--- src/rtl/sm_add_sub_pipe.sv ---
// sm_add_sub_pipe: two-stage elastic sign-magnitude adder/subtractor.
// Operands go to two's complement in S1, are summed and converted back in S2.
module sm_add_sub_pipe #(
  parameter int MAG_W = 2
) (
  input  logic             clk,
  input  logic             rst,
  input  logic             in_valid,
  output logic             in_ready,
  input  logic             operation,
  input  logic [MAG_W:0]   a,
  input  logic [MAG_W:0]   b,
  output logic             out_valid,
  input  logic             out_ready,
  output logic [MAG_W+1:0] c,
  output logic             zero
);

  localparam int W = MAG_W + 2;

  logic         s1_valid;
  logic [W-1:0] s1_a;
  logic [W-1:0] s1_b;

  logic         s1_load;
  logic         s2_load;

  logic [W-1:0] a_ext;
  logic [W-1:0] b_ext;
  logic [W-1:0] a_tc;
  logic [W-1:0] b_tc;

  logic [W-1:0] sum;
  logic         sum_neg;
  logic [MAG_W:0] sum_lo;
  logic [MAG_W:0] sum_mag;
  logic         sum_zero;

  // S2 frees up when empty or draining; S1 when empty or moving into S2.
  assign s2_load  = !out_valid || out_ready;
  assign s1_load  = !s1_valid || s2_load;
  assign in_ready = !rst && s1_load;

  // Operand conversion; -0 negates to 0, and subtract flips B's sign.
  always_comb begin
    a_ext = {2'b00, a[MAG_W-1:0]};
    b_ext = {2'b00, b[MAG_W-1:0]};
    a_tc  = a[MAG_W] ? -a_ext : a_ext;
    b_tc  = (b[MAG_W] ^ operation) ? -b_ext : b_ext;
  end

  // Sum and convert back; the sum never reaches -2^(W-1), so the
  // low MAG_W+1 bits of the negation hold the full magnitude.
  always_comb begin
    sum      = s1_a + s1_b;
    sum_neg  = sum[W-1];
    sum_lo   = sum[MAG_W:0];
    sum_mag  = sum_neg ? -sum_lo : sum_lo;
    sum_zero = (sum == '0);
  end

  // S1 register: captures converted operands on an input transfer.
  always_ff @(posedge clk) begin
    if (rst) begin
      s1_valid <= 1'b0;
      s1_a     <= '0;
      s1_b     <= '0;
    end else if (s1_load) begin
      s1_valid <= in_valid;
      if (in_valid) begin
        s1_a <= a_tc;
        s1_b <= b_tc;
      end
    end
  end

  // S2 register: result holds stable while stalled downstream.
  always_ff @(posedge clk) begin
    if (rst) begin
      out_valid <= 1'b0;
      c         <= '0;
      zero      <= 1'b1;
    end else if (s2_load) begin
      out_valid <= s1_valid;
      if (s1_valid) begin
        c    <= {sum_neg, sum_mag};
        zero <= sum_zero;
      end
    end
  end

endmodule

--- config.mk ---
export PLATFORM = sky130hd
export DESIGN_NAME = sm_add_sub_pipe
export DESIGN_NICKNAME = d
export VERILOG_FILES = /design/src/rtl/sm_add_sub_pipe.sv
export SDC_FILE = /design/constraint.sdc
export NUM_CORES = 1
export LEC_CHECK = 0
export CAP_MARGIN = 20
export CORE_MARGIN = 2
export CORE_UTILIZATION = 51
export DETAILED_ROUTE_END_ITERATION = 10
export GPL_ROUTABILITY_DRIVEN = 0
export PLACE_DENSITY = 0.82
export SYNTH_ARGS = -nofsm -noshare
export SYNTH_HDL_FRONTEND = slang
export SYNTH_SLANG_ARGS = --single-unit
export TNS_END_PERCENT = 20
--- constraint.sdc ---
create_clock -name clk -period 3.8 [get_ports clk]
set_clock_uncertainty 0.05 [all_clocks]
set_input_delay 0.76 -clock clk [delete_from_list [all_inputs] [get_ports clk]]
set_output_delay 0.76 -clock clk [all_outputs]
set_load 0.03 [all_outputs]
==> results of run 1 <==
## synthesized netlist by cell type, types with 3 or more instances
library cell,number
dfxtp_1,13
inv_1,9
nor2_1,8
a21oi_1,7
ha_1,6
mux2i_1,6
nand2_1,5
o21ai_0,4
nand2b_1,3
## logic make-up after synthesis
group                    after synthesis  synth area share, %
XOR/XNOR                               1                 1.17
buffers and inverters                 11                 5.54
AO/OA/AOI/OAI                         21                 19.8
flip-flops                            13                 34.9
AND/OR/NAND/NOR                       26                 17.8
adder cells (fa/ha/maj)                7                 12.8
multiplexers                           6                 8.05
## cell usage in the layout (no fill, tap or decap), drive strengths merged, types with 3 or more instances in the layout
cell type / count
nand2: 5
a211oi: 3
dfxtp: 13
o21ai: 4
nor2: 8
ha: 6
inv: 9
mux2i: 6
nand2b: 3
a21oi: 8
clkdlybuf4s50: 17
clkbuf: 4
## power breakdown
part           internal, mW  total, mW  switching [mW]
logic                0.0443     0.0919          0.0477
registers             0.145      0.152         0.00637
clock network        0.0408     0.0847          0.0439
## worst paths after layout
kind / cells past startpoint / end / slack, ns / start
worst max-delay path: 4 / in_ready / 0.74 / out_ready
worst min-delay path: 2 / s1_a[2] / 0.44 / s1_a[2]
worst max register to register: 7 / c[1] / 1.59 / s1_a[0]
worst min register to register: 2 / s1_a[2] / 0.44 / s1_a[2]
## metrics by stage
stage | setup WS, ns | total power, mW | std cells
final | 0.737 | 0.328 | 120
after global routing | 0.632 | 0.349 | 120
after CTS | 0.735 | 0.332 | 120
after detailed placement | 0.737 | 0.247 | 116
after global placement | 0.767 | 0.243 | 116
after floorplan | 1.53 | 0.213 | 85
## routing by layer
metal | global-route usage [%] | up-vias | share of wire (%)
met5 | 0 | - | 0
met4 | 10.0 | 0 | 2.1
met3 | 2.59 | 5 | 2.8
met2 | 29.5 | 11 | 46
met1 | 25.3 | 289 | 49
li1 | - | 343 | -
## worst max-delay path, stage by stage
cell	delay, ns
clkdlybuf4s50_1	0.41
nor2b_1	0.35
a21oi_1	0.13
clkdlybuf4s50_1	0.61
## state kept, by name (all words and copies together) (netlist names)
name       flops
zero           1
s1_b           3
s1_valid       1
out_valid      1
s1_a           3
c              4
## area by class of cell
type	instances	area, sq um
tap	15	18.8
timing repair buffer	18	178
multi-input combinational	61	444
fill	107	373
sequential	13	260
clock buffer	4	26.3
inverter	9	33.8
==> impl_metrics.tcl, run 1 <==
set metrics [dict create \
    rsz0062_at_grt "no" \
    drt-initial-drc-count 7 \
    overflow 0 \
    critical_path_class "in -> out" \
    diodes 0 \
    cts_tree "built" \
    synth_top_area_share_pct 34.9 \
    endpoint_kind "primary output" \
    post_cts_buffers 0 \
    ir_drop_mv 0.211 \
    worstHoldPathType "reg -> reg" \
    synth_area_leader_cell "dfxtp_1" \
    ys_ff_latch 13 \
    synth_edf_count 0 \
    die_h_microns 42.2 \
    die-width_microns 42.2 \
    netlist_instances 85 \
    core_area_sq_um 1330 \
    start_kind "primary input" \
    cts_hold_buffers 0 \
    vias 648 \
    dpl_cell_area_sq_um 935 \
    tightest_slew_ns 0.478 \
    cts_buffers 3 \
    clock-sinks 13 \
    final_core_util_pct 72.0 \
    timing.fmax_mhz 326 \
    power_density_nw_per_um2 342 \
    syn_area_sq_um 746 \
    finalHoldViolations 0 \
    cts_buffer_depth 2 \
    root_buffer "clkbuf_4" \
    period_needed_ns 3.06 \
    ys_seq_area_share_pct 34.9 \
    synth_cell_types 28 \
    grt_pass1_wl_microns 2630 \
    rows 13 \
    leakage_nw 0.414 \
    required_ns 2.99 \
    setup_viol 0 \
    relSlewSlack_pct 68.2 \
    grt_usage_pct 19.0 \
    port_buffers 17 \
    final.period_utilization_pct 80.6 \
    syn-num-nets 103 \
    crit_fanout 6 \
    ys_async_sr_fraction_pct 0 \
    whs_ns 0.437 \
    routedWlPerCell_microns 12.3 \
    drv_cap 0 \
    drive_gt1_share_pct 6.67 \
    ios 18 \
    syn_avg_cell_area_sq_um 8.77 \
    grt_pass1_vias 620 \
    route.detailed.drc 0 \
    ctsResizeCount 0 \
    wl_microns 1480 \
    ys.warnings.count 0 \
    start_util_pct 55.9 \
    status "finished, final reports clean" \
    cp_data_arrival_time_ns 2.25 \
    design.die.area_sq_um 1780 \
    grt_max_degree 14 \
    drtPass1Iterations 4 \
    ys.flop_type "dfxtp_1" \
    postLayoutCellArea_sq_um 961 \
    finalMaxSlewViolations 0 \
    ys_top_cells_by_area "dfxtp_1 (35%), ha_1 (10%), mux2i_1 (8.1%)" \
    syn2layout_area_growth_pct 28.9 \
    hpwlAfterDp_microns 1210 \
    fin_nets 124 \
    antenna_found_initial 0 \
    fin_setup_tns_ns 0 \
    cts-htree-levels 1 \
    ant_nets 0 \
    cts.clk_slew.worst_paths_ns 0.07 \
    via_per_inst 5.40 \
    clk_latency_ns 0.28 \
]
(Power assumes the default switching activity.)
==> run 2, diff against run 1 <==
- CORE_UTILIZATION: 51 -> 42
- PLACE_DENSITY: 0.82 -> 0.72
- clock period: 3.8 -> 2.5 ns (I/O delays scaled with it)
==> impl_metrics.tcl, run 2 (same netlist as run 1, synthesis figures left out) <==
set metrics [dict create \
    hpwlAfterDp_microns 1230 \
    r2r_setup_slack_ns 0.34 \
    die_h_microns 46.1 \
    mostFrequentLayoutCell "clkdlybuf4s50_1" \
    setup_viol 0 \
    final.period_utilization_pct 86.2 \
    reg2reg_to "c[2]" \
    cts_tree "built" \
    wl_microns 1500 \
    grt_pass1_wl_microns 2660 \
    timing.fmax_mhz 464 \
    start_util_pct 44.1 \
    port_buffers 17 \
    hold_depth 1 \
    cts-htree-levels 1 \
    worstHoldStart "c[1]" \
    route.detailed.drc 0 \
    grt_max_degree 10 \
    most-common-layout-cells "clkdlybuf4s50_1 (16), dfxtp_1 (13), inv_1 (9)" \
    r2r_cells 8 \
    drt-initial-drc-count 11 \
    cpPeakStageDelay_ns 0.53 \
    via_per_inst 5.51 \
    finalHoldViolations 0 \
    relSlewSlack_pct 69.7 \
    crit_top_cell "ha_1" \
    top_regs "c (4), s1_a (3), s1_b (3)" \
    cts_buffer_depth 2 \
    power_density_nw_per_um2 514 \
    cp_data_arrival_time_ns 2.26 \
    ctsResizeCount 0 \
    clk_latency_ns 0.27 \
    crit_chain "ha_1 > fa_1 > inv_1 > ha_1 > nor2b_1 > nor4b_1 > a31oi_1 > o311ai_0" \
    ir_drop_mv 0.383 \
    grt_usage_pct 17.4 \
    regMostFlops "c" \
    stdcell_count 123 \
    antenna_found_initial 0 \
    fin_nets 125 \
    rows 15 \
    cpMaxStageDelayCell "fa_1" \
    tightest_slew_ns 0.455 \
    crit_path_start "s1_a[0]" \
    design.die.area_sq_um 2130 \
    clock-sinks 13 \
    worstHoldPathType "reg -> reg" \
    whs_ns 0.434 \
    required_ns 2.61 \
    finalMaxSlewViolations 0 \
    status "finished, final reports clean" \
    critical_path_class "reg -> reg" \
    dp_cells 119 \
    leakage_nw 0.421 \
    syn2layout_area_growth_pct 29.9 \
    min_to "c[1]" \
    crit_fanout 3 \
    largest_reg_flops 4 \
    drtPass1Iterations 4 \
    cts.clk_slew.worst_paths_ns 0.08 \
    routedWlPerCell_microns 12.2 \
    drv_cap 0 \
    num-fill-cells 154 \
    root_buffer "clkbuf_4" \
    endpoint_kind "flop" \
    drive_gt1_share_pct 8.49 \
    post_cts_buffers 0 \
    vias 678 \
    cts_buffers 3 \
    cp_num_buf_inv 1 \
    r2r-start "s1_a[0]" \
    cp_top_family "adder cells" \
    ios 18 \
    rsz0062_at_grt "no" \
    fin_setup_tns_ns 0 \
    core_area_sq_um 1690 \
    cts_hold_buffers 0 \
    ant_nets 0 \
    period_needed_ns 2.16 \
    overflow 0 \
    grt_pass1_vias 649 \
    die-width_microns 46.1 \
    start_kind "flop" \
    diodes 0 \
]
[run 2: changes by cell type in the layout (fill, tap and decap cells not counted)]
cell and delta:
buf_4 +2, clkdlybuf4s50_1 -1
[run 2: per-stage QoR]
step / worst slack (ns) / power, mW / utilization (%) / cell area (sq um)
after floorplan: 0.459 / 0.324 / - / 746
after global placement: 0.408 / 0.370 / 55.8 / 942
after detailed placement: 0.357 / 0.375 / 55.8 / 942
after CTS: 0.346 / 0.502 / 57.3 / 968
after global routing: 0.223 / 0.535 / 57.3 / 968
final: 0.345 / 0.497 / 57.3 / 968
[run 2: area by class of cell]
type / count / area (sq um) / share of cell area (%)
Multi-Input combinational cell: 61 / 444 / 45.9
Timing Repair Buffer: 19 / 183 / 18.9
Tap cell: 17 / 21.3 / 2.20
Sequential cell: 13 / 260 / 26.9
Inverter: 9 / 33.8 / 3.49
Clock buffer: 4 / 26.3 / 2.71
[run 2: worst max path at each step]
| stage | endpoint | slack, ns | cells past startpoint |
|---|---|---|---|
| final | c[2] | 0.34 | 8 |
| after global placement | c[1] | 0.41 | 7 |
| after CTS | c[1] | 0.35 | 7 |
| after global routing | c[2] | 0.22 | 8 |
| after floorplan | c[1] | 0.46 | 7 |
| after detailed placement | c[1] | 0.36 | 7 |
[run 2: per-layer routing]
| metal | GRT usage (%) | up-vias | wire, microns | share of wire, % |
|---|---|---|---|---|
| li1 | - | 345 | - | - |
| met1 | 23.1 | 322 | 704 | 47 |
| met2 | 27.2 | 9 | 744 | 50 |
| met3 | 4.71 | 2 | 43 | 2.9 |
| met4 | 5.71 | 0 | 9 | 0.60 |
| met5 | 0 | - | 0 | 0 |
[run 2: power breakdown]
group | internal [mW] | total, mW | switching, mW
clock network | 0.0616 | 0.128 | 0.0661
registers | 0.221 | 0.231 | 0.00961
logic | 0.0671 | 0.139 | 0.0719
total | 0.350 | 0.497 | 0.148
